`config.mk`:
```
export PLATFORM = sky130hd
export DESIGN_NAME = bk_limb_adder_flat
export DESIGN_NICKNAME = d
export VERILOG_FILES = /design/src/rtl/bk_limb_adder_if.sv /design/src/rtl/bk_limb_adder.sv /design/src/flat_wrapper.sv
export SDC_FILE = /design/constraint.sdc
export NUM_CORES = 1
export LEC_CHECK = 0
export BUFFER_PORTS_ARGS = -buffer_cell sky130_fd_sc_hd__buf_2
export CORE_UTILIZATION = 53
export CTS_BUF_LIST = sky130_fd_sc_hd__clkbuf_8
export DETAILED_ROUTE_END_ITERATION = 12
export GPL_TIMING_DRIVEN = 1
export PLACE_DENSITY = 0.83
export SLEW_MARGIN = 20
export SYNTH_ARGS = -nofsm -noshare
export SYNTH_HDL_FRONTEND = slang
export SYNTH_SLANG_ARGS = --single-unit
```
`constraint.sdc`:
```
create_clock -name clk -period 4.9 [get_ports clk]
set_clock_uncertainty 0.05 [all_clocks]
set_input_delay 0.98 -clock clk [delete_from_list [all_inputs] [get_ports clk]]
set_output_delay 0.98 -clock clk [all_outputs]
set_load 0.02 [all_outputs]
```
`src/rtl/bk_limb_adder_if.sv`:
```
// Limb stream bundle for bk_limb_adder: input beats, result beats
// and the sticky protocol-error flag.
interface bk_limb_adder_if #(
  parameter int LIMB_W = 32
);
  logic              in_valid;
  logic              in_ready;
  logic              in_first;
  logic              in_last;
  logic              in_sub;
  logic [LIMB_W-1:0] in_a;
  logic [LIMB_W-1:0] in_b;
  logic              out_valid;
  logic              out_ready;
  logic [LIMB_W-1:0] out_sum;
  logic              out_last;
  logic              out_cout;
  logic              err;

  modport master (
    output in_valid,
    output in_first,
    output in_last,
    output in_sub,
    output in_a,
    output in_b,
    output out_ready,
    input  in_ready,
    input  out_valid,
    input  out_sum,
    input  out_last,
    input  out_cout,
    input  err
  );

  modport slave (
    input  in_valid,
    input  in_first,
    input  in_last,
    input  in_sub,
    input  in_a,
    input  in_b,
    input  out_ready,
    output in_ready,
    output out_valid,
    output out_sum,
    output out_last,
    output out_cout,
    output err
  );
endinterface

```
`src/rtl/bk_limb_adder.sv`:
```
// Multi-limb add/subtract, one limb per cycle, LS limb first.
// Each limb goes through a Brent-Kung prefix carry tree.
module bk_limb_adder #(
  parameter int LIMB_W = 32
) (
  input logic           clk,
  input logic           rst_n,
  bk_limb_adder_if.slave bus
);
  localparam int LVL  = $clog2(LIMB_W);
  localparam int NSTG = 2 * LVL;

  typedef enum logic {
    IDLE,
    BUSY
  } state_t;

  state_t            state;
  logic              carry_q;
  logic              mode_q;
  logic              out_valid_q;
  logic [LIMB_W-1:0] out_sum_q;
  logic              out_last_q;
  logic              out_cout_q;
  logic              err_q;

  logic accept;
  logic take_first;
  logic take_next;
  logic process;
  logic bad_beat;
  logic mode_eff;
  logic cin;

  logic [LIMB_W-1:0] b_eff;
  logic [LIMB_W-1:0] sum;
  logic              cout;

  logic [NSTG-1:0][LIMB_W-1:0] g_t;
  logic [NSTG-1:0][LIMB_W-1:0] p_t;
  logic                        unused_p;

  assign bus.in_ready = !out_valid_q || bus.out_ready;

  assign accept     = bus.in_valid && bus.in_ready;
  assign take_first = accept && bus.in_first;
  assign take_next  = accept && !bus.in_first
                    && (state == BUSY);
  assign process    = take_first || take_next;
  assign bad_beat   = accept && (bus.in_first
                    == (state == BUSY));

  assign mode_eff = bus.in_first ? bus.in_sub : mode_q;
  assign cin      = bus.in_first ? bus.in_sub : carry_q;
  assign b_eff    = mode_eff ? ~bus.in_b : bus.in_b;

  // Carry-in is folded into bit 0's generate, so every prefix
  // G term is directly the carry out of that bit.
  always_comb begin
    g_t[0]    = bus.in_a & b_eff;
    p_t[0]    = bus.in_a ^ b_eff;
    g_t[0][0] = (bus.in_a[0] & b_eff[0])
              | (p_t[0][0] & cin);
  end

  for (genvar s = 1; s < NSTG; s++) begin : g_stg
    localparam bit UP = (s <= LVL);
    localparam int D  = UP ? s - 1 : 2 * LVL - 1 - s;
    localparam int SP = 1 << D;
    for (genvar i = 0; i < LIMB_W; i++) begin : g_bit
      localparam int K = i + 1;
      localparam bit CMB = UP
        ? ((K % (2 * SP)) == 0)
        : (((K % (2 * SP)) == SP) && (K >= 3 * SP));
      if (CMB) begin : g_cmb
        assign g_t[s][i] = g_t[s-1][i]
          | (p_t[s-1][i] & g_t[s-1][i-SP]);
        assign p_t[s][i] = p_t[s-1][i]
          & p_t[s-1][i-SP];
      end else begin : g_pas
        assign g_t[s][i] = g_t[s-1][i];
        assign p_t[s][i] = p_t[s-1][i];
      end
    end
  end

  assign unused_p = ^p_t[NSTG-1];
  assign sum  = p_t[0] ^ {g_t[NSTG-1][LIMB_W-2:0], cin};
  assign cout = g_t[NSTG-1][LIMB_W-1];

  always_ff @(posedge clk) begin
    if (!rst_n) begin
      state       <= IDLE;
      carry_q     <= 1'b0;
      mode_q      <= 1'b0;
      out_valid_q <= 1'b0;
      out_sum_q   <= '0;
      out_last_q  <= 1'b0;
      out_cout_q  <= 1'b0;
      err_q       <= 1'b0;
    end else begin
      if (process) begin
        out_valid_q <= 1'b1;
        out_sum_q   <= sum;
        out_last_q  <= bus.in_last;
        out_cout_q  <= bus.in_last & cout;
        carry_q     <= !bus.in_last & cout;
        if (bus.in_first) mode_q <= bus.in_sub;
        unique case (1'b1)
          bus.in_last: state <= IDLE;
          default:     state <= BUSY;
        endcase
      end else if (bus.out_ready) begin
        out_valid_q <= 1'b0;
      end
      if (bad_beat) err_q <= 1'b1;
    end
  end

  assign bus.out_valid = out_valid_q;
  assign bus.out_sum   = out_sum_q;
  assign bus.out_last  = out_last_q;
  assign bus.out_cout  = out_cout_q;
  assign bus.err       = err_q;
endmodule

```
`src/flat_wrapper.sv`:
```
// flat-port wrapper written by rule: the top's interface ports become plain ports
module bk_limb_adder_flat 
#(
  parameter int LIMB_W = 32
)
  (clk, rst_n, bus_in_valid, bus_in_first, bus_in_last, bus_in_sub, bus_in_a, bus_in_b, bus_out_ready, bus_in_ready, bus_out_valid, bus_out_sum, bus_out_last, bus_out_cout, bus_err);
  bk_limb_adder_if #(.LIMB_W(LIMB_W)) bus_i ();
  input logic clk;
  input logic rst_n;
  input wire logic [$bits(bus_i.in_valid)-1:0] bus_in_valid;
  input wire logic [$bits(bus_i.in_first)-1:0] bus_in_first;
  input wire logic [$bits(bus_i.in_last)-1:0] bus_in_last;
  input wire logic [$bits(bus_i.in_sub)-1:0] bus_in_sub;
  input wire logic [$bits(bus_i.in_a)-1:0] bus_in_a;
  input wire logic [$bits(bus_i.in_b)-1:0] bus_in_b;
  input wire logic [$bits(bus_i.out_ready)-1:0] bus_out_ready;
  output wire logic [$bits(bus_i.in_ready)-1:0] bus_in_ready;
  output wire logic [$bits(bus_i.out_valid)-1:0] bus_out_valid;
  output wire logic [$bits(bus_i.out_sum)-1:0] bus_out_sum;
  output wire logic [$bits(bus_i.out_last)-1:0] bus_out_last;
  output wire logic [$bits(bus_i.out_cout)-1:0] bus_out_cout;
  output wire logic [$bits(bus_i.err)-1:0] bus_err;
  assign bus_i.in_valid = bus_in_valid;
  assign bus_i.in_first = bus_in_first;
  assign bus_i.in_last = bus_in_last;
  assign bus_i.in_sub = bus_in_sub;
  assign bus_i.in_a = bus_in_a;
  assign bus_i.in_b = bus_in_b;
  assign bus_i.out_ready = bus_out_ready;
  assign bus_in_ready = bus_i.in_ready;
  assign bus_out_valid = bus_i.out_valid;
  assign bus_out_sum = bus_i.out_sum;
  assign bus_out_last = bus_i.out_last;
  assign bus_out_cout = bus_i.out_cout;
  assign bus_err = bus_i.err;
  bk_limb_adder #(.LIMB_W(LIMB_W)) u_core (.clk(clk), .rst_n(rst_n), .bus(bus_i));
endmodule
```
* Yosys cells after proc, flatten, opt, wreduce, memory -nomap -nowiden *
Index checks and enable logic that the tools add are counted.

operators by class
  add/subtract/negate cells = 0
  multipliers = 0
  divide/modulo/power cells = 0
  order comparisons = 0
  equal/unequal tests = 1
  shift operators = 0
  muxes and demuxes = 6
  bitwise gates (word level) = 149
  reductions and logical operators = 11

operators with widths
  operator           number
  $and 1x1->1        87
  $xor 32x32->32     2
  $or 1x1->1         58
  $and 32x32->32     1
  $mux 32            1
  $not 32->32        1
  $logic_and 1x1->1  5
  $mux 1             5
  $logic_not 1->1    3
  $logic_or 1x1->1   2
  $reduce_bool 2->1  1
  $eq 1x1->1         1

storage, ports and cells
  register bits = 39
  bits in latches = 0
  RAM bits = 0
  ROM bits = 0
  input bits = 71
  output and inout port bits = 37
  logic and storage cells = 175
  memories kept = 0

* Depth between registers and ports, before layout *
  word-level depth = 22
  mapped depth = 16
  mapped depth without buffers = 14

* Worst setup path before layout *
Ideal clock, no wire load.

  path type = input-to-reg
  start point = input port bus_in_first
  end point = register u_core.out_sum_q[31], in the netlist u_core.bus.out_sum[31]
  setup time = 0.076 ns
  arrival = 4.165 ns
  slack = 0.610 ns
  stages on the path = 16
  path buffers = 2
  path through = buf_2 mux2i_4 buf_4 xor2_1 fa_1 fa_1 nand2b_1 a21oi_2 o211ai_2 a21oi_1 nand2b_4 o41ai_2 fa_1 xnor2_1 nand2_1 a21boi_0

between the ends
  cells in the longest elaborated chain, start to end = 22
  elaborated cells between the ends (all ways) = 96

ends and longest elaborated chain
  element               RTL line              RTL
  start, declared       flat_wrapper.sv:11    input wire logic [$bits(bus_i.in_first)-1:0] bus_in_first;
  $mux 1                -
  $mux 32               bk_limb_adder.sv:55   assign b_eff = mode_eff ? ~bus.in_b : bus.in_b;
  $xor 32x32->32        bk_limb_adder.sv:61   p_t[0] = bus.in_a ^ b_eff;
  $and 1x1->1           bk_limb_adder.sv:63   | (p_t[0][0] & cin);
  $or 1x1->1            bk_limb_adder.sv:63
  $and 1x1->1           bk_limb_adder.sv:77   | (p_t[s-1][i] & g_t[s-1][i-SP]);
  $or 1x1->1            bk_limb_adder.sv:77
  $and 1x1->1           bk_limb_adder.sv:77
  (+6 left out)         -
  $or 1x1->1            bk_limb_adder.sv:77
  $and 1x1->1           bk_limb_adder.sv:77
  $or 1x1->1            bk_limb_adder.sv:77
  $and 1x1->1           bk_limb_adder.sv:77
  $or 1x1->1            bk_limb_adder.sv:77
  $and 1x1->1           bk_limb_adder.sv:77
  $or 1x1->1            bk_limb_adder.sv:77
  $xor 32x32->32        bk_limb_adder.sv:88   assign sum = p_t[0] ^ {g_t[NSTG-1][LIMB_W-2:0], cin};
  end signal, assigned  bk_limb_adder.sv:104  out_sum_q <= sum;
  end, declared         bk_limb_adder.sv:22   logic [LIMB_W-1:0] out_sum_q;

Several ways; a longest one is shown, not always the timed one.
A chain may end at the register's enable or synchronous reset.

* Worst setup path after layout *
Ends and elaborated chain as after synthesis.

==> results.toml <==
[yosys]
yosysWarnings = 0
synth-edff-count = 0
ys_seq_area_share_pct = 24.0
synth-compound-area-share_pct = 20.5
synth_nets = 474
synth.area.mux_share_pct = 1.00
ys_ff_latch = 39
ys.flop_type = "dfxtp_1"
yosysUniqueCellTypes = 42
synth_xor_area_share_pct = 12.9
synthAdderAreaFrac_pct = 22.0
synthSimpleGateAreaFrac_pct = 12.3
synth_top_family_by_area = "adder cells"
synthCells = 356
avgSynthCellArea_um2 = 9.12
synth_area_mm2 = 0.00325
synthArstFlopShare_pct = 0

[critical_path]
crit_family = "adder cells"
crit_cells = 15
crit_chain = "buf_2, mux2i_4, buf_4, xor2_1, fa_1, nand2b_1, a21oi_2, o211ai_2, a21oi_1, nand2b_4, o41ai_2, fa_1, xnor2_1, nand2_1, a21boi_0"
slowest_delay_ps = 500
reg2reg_slack_ps = 1330
critical_path.most_common_cell = "fa_1"
worstPathArrival_ps = 4380
cp.required_ps = 5070
cp-end-kind = "register"
rr_worst_depth = 14
critPathBufInv = 2
path_max_fanout = 32
cp_slowest_cell = "buf_4"
crit_type = "input port to register"
worstSetupStartpointType = "input port"

[grt]
grt_pass1_vias = 2865
grt_start_max_net_pins = 55
grt_pass1_wl_mm = 12.3
overflow = 0
grt_usage_pct = 24.6
antenna_found_initial = 0

[placement]
dpl.cell_count = 523
place_congestion = 0.821
place_area_mm2 = 0.00376
portBuffers = 107
hpwl_mm = 5.80

[final_layout]
fillers = 512
layout.cells.non_filler = 531
nets = 573
insertedDiodeCount = 0
area_growth_pct = 20.1
layout-drive-gt1-share_pct = 30.5
stdcell_area_mm2 = 0.00390

[outcome]
status = "complete, no violations"

[timing]
min_period_ps = 4200
whs_ps = 401
hold_viol_final = 0
slew_viol_final = 0
maxSlewHeadroom_pct = 28.4
setup_viol = 0
rsz0062_at_grt = "false"
finalSetupTns_ps = 0
max_freq_mhz = 238
worstMarginPinSlew_ps = 1070
post-route-period-util_pct = 85.8

[die]
initial_core_util_pct = 54.8
die-area_mm2 = 0.00644
io_pins = 108
fp.dieH_um = 80.3
fp-row-count = 28
core-area_mm2 = 0.00592
die_w_um = 80.3

[drt]
ant_nets = 0
routedWlPerCell_um = 14.3
wl_mm = 7.60
dr.pass1.iters = 6
viasPerCell = 5.26
drtIter0Drc = 99
vias = 2791
drc_errors = 0

[power_and_ir_drop]
cellPowerDensity_mw_per_mm2 = 318
vdd_drop_max_v = 0.000188
cellLeakagePower_uw = 0.00201

[cts]
cts_hold_buf = 0
cts_tree = "built"
cts_inserted_buffers = 5
clock_latency_ps = 300
clk_pin_slew_ps = 80
htreeDepth = 2
cts_resized = 0
root_buffer = "clkbuf_8"
cts.sinks = 39
postCtsSetupRepairBufs = 0
clock_path_buffers = 2

[min_path]
holdPathStages = 2
worstHoldPathType = "register to register"

[run]
cap_viol_max_count = 0
## cells by family (layout without fill, tap and decap cells)
logic type	count (synthesis)	count (layout)
buffers and inverters	45	145
AO/OA/AOI/OAI	85	85
adder cells (fa/ha/maj)	47	47
multiplexers	2	2
flip-flops	39	39
AND/OR/NAND/NOR	90	90
XOR/XNOR	48	48
## cells in the mapped netlist (2+ instances only)
library cell / count / area, um2
o21ai_1: 7 / 35.0
o21ai_2: 2 / 17.5
a21oi_2: 7 / 61.3
nand2b_1: 4 / 25.0
a21boi_0: 3 / 22.5
buf_2: 2 / 10.0
a21o_1: 4 / 30.0
o211a_1: 18 / 180
o211ai_2: 2 / 25.0
nand2_1: 65 / 244
nand2b_4: 2 / 27.5
o21ai_0: 3 / 15.0
xnor2_1: 46 / 403
buf_4: 4 / 30.0
buf_6: 6 / 67.6
clkbuf_1: 4 / 15.0
a31oi_1: 2 / 12.5
fa_1: 17 / 340
a21oi_1: 16 / 80.1
inv_2: 6 / 22.5
a21boi_1: 15 / 113
inv_1: 23 / 86.3
and2_1: 2 / 12.5
xor2_1: 2 / 17.5
o21a_1: 2 / 15.0
nand3_1: 3 / 15.0
ha_1: 30 / 375
nor2b_1: 2 / 12.5
dfxtp_1: 39 / 781
nor2_1: 6 / 22.5
## sequential cells by signal, indices dropped and copies added, names as in the netlist
register and count:
u_core.bus.out_valid 1, u_core.bus.out_last 1, u_core.state 1, u_core.bus.err 1
u_core.bus.out_sum 32, u_core.bus.out_cout 1, u_core.mode_q 1, u_core.carry_q 1
## final timing paths
| kind | startpoint | end |
|---|---|---|
| hold / removal | u_core.bus.out_sum[27] | u_core.bus.out_sum[27] |
| setup reg to reg | u_core.mode_q | u_core.bus.out_sum[31] |
| hold reg to reg | u_core.bus.out_sum[27] | u_core.bus.out_sum[27] |
| setup / recovery | bus_in_first | u_core.bus.out_sum[31] |
## layer usage
layer  part of all wire, %  global-route usage [%]  vias to the layer above
met5                     0                       0                        -
met4                   1.7                    8.21                        0
met3                   4.3                    4.66                       13
met2                    51                    45.7                       74
met1                    43                    27.8                     1315
li1                      -                       -                     1389
## worst register-to-register path, cell delays in order, from the launching register on
cell and delay (ps):
dfxtp_1 340, mux2i_4 160, buf_4 500, xor2_1 170
fa_1 440, nand2b_1 190, a21oi_2 200, o211ai_2 120
a21oi_1 210, nand2b_4 190, o41ai_2 90, fa_1 410
xnor2_1 140, nand2_1 70, a21boi_0 220
## layout make-up
class	instances	area [um2]	area share [%]
clock buffers	5	68.8	1.77
clock inverters	3	67.6	1.73
inverters	29	109	2.79
multi-input cells	272	2240	57.3
flip-flops and latches	39	781	20.0
well taps	75	93.8	2.41
repair buffers	108	543	13.9
## stage by stage
step,utilization [%],setup WS [ps],total power (uW)
floorplan,-,610,783
global placement,63.5,541,895
detailed placement,63.5,394,915
CTS,65.8,684,1250
global route,65.8,479,1330
finish,65.8,696,1240
## cells in the final DEF, fill, tap and decap left out, drive strengths merged, types with 3 or more instances in the layout
| cell type | n |
|---|---|
| buf | 108 |
| nand2 | 65 |
| xnor2 | 46 |
| dfxtp | 39 |
| ha | 30 |
| inv | 29 |
| a21oi | 23 |
| o211a | 18 |
| a21boi | 18 |
| fa | 17 |
| o21ai | 12 |
| nor2 | 6 |
| nand2b | 6 |
| clkbuf | 5 |
| a21o | 4 |
| nand3 | 3 |
## power by group
group	switching, uW	total, uW	internal [uW]
Combinational	304	542	238
Sequential	18.1	368	350
Clock	128	331	203
No activity file was read; power rests on OpenSTA's default activity.
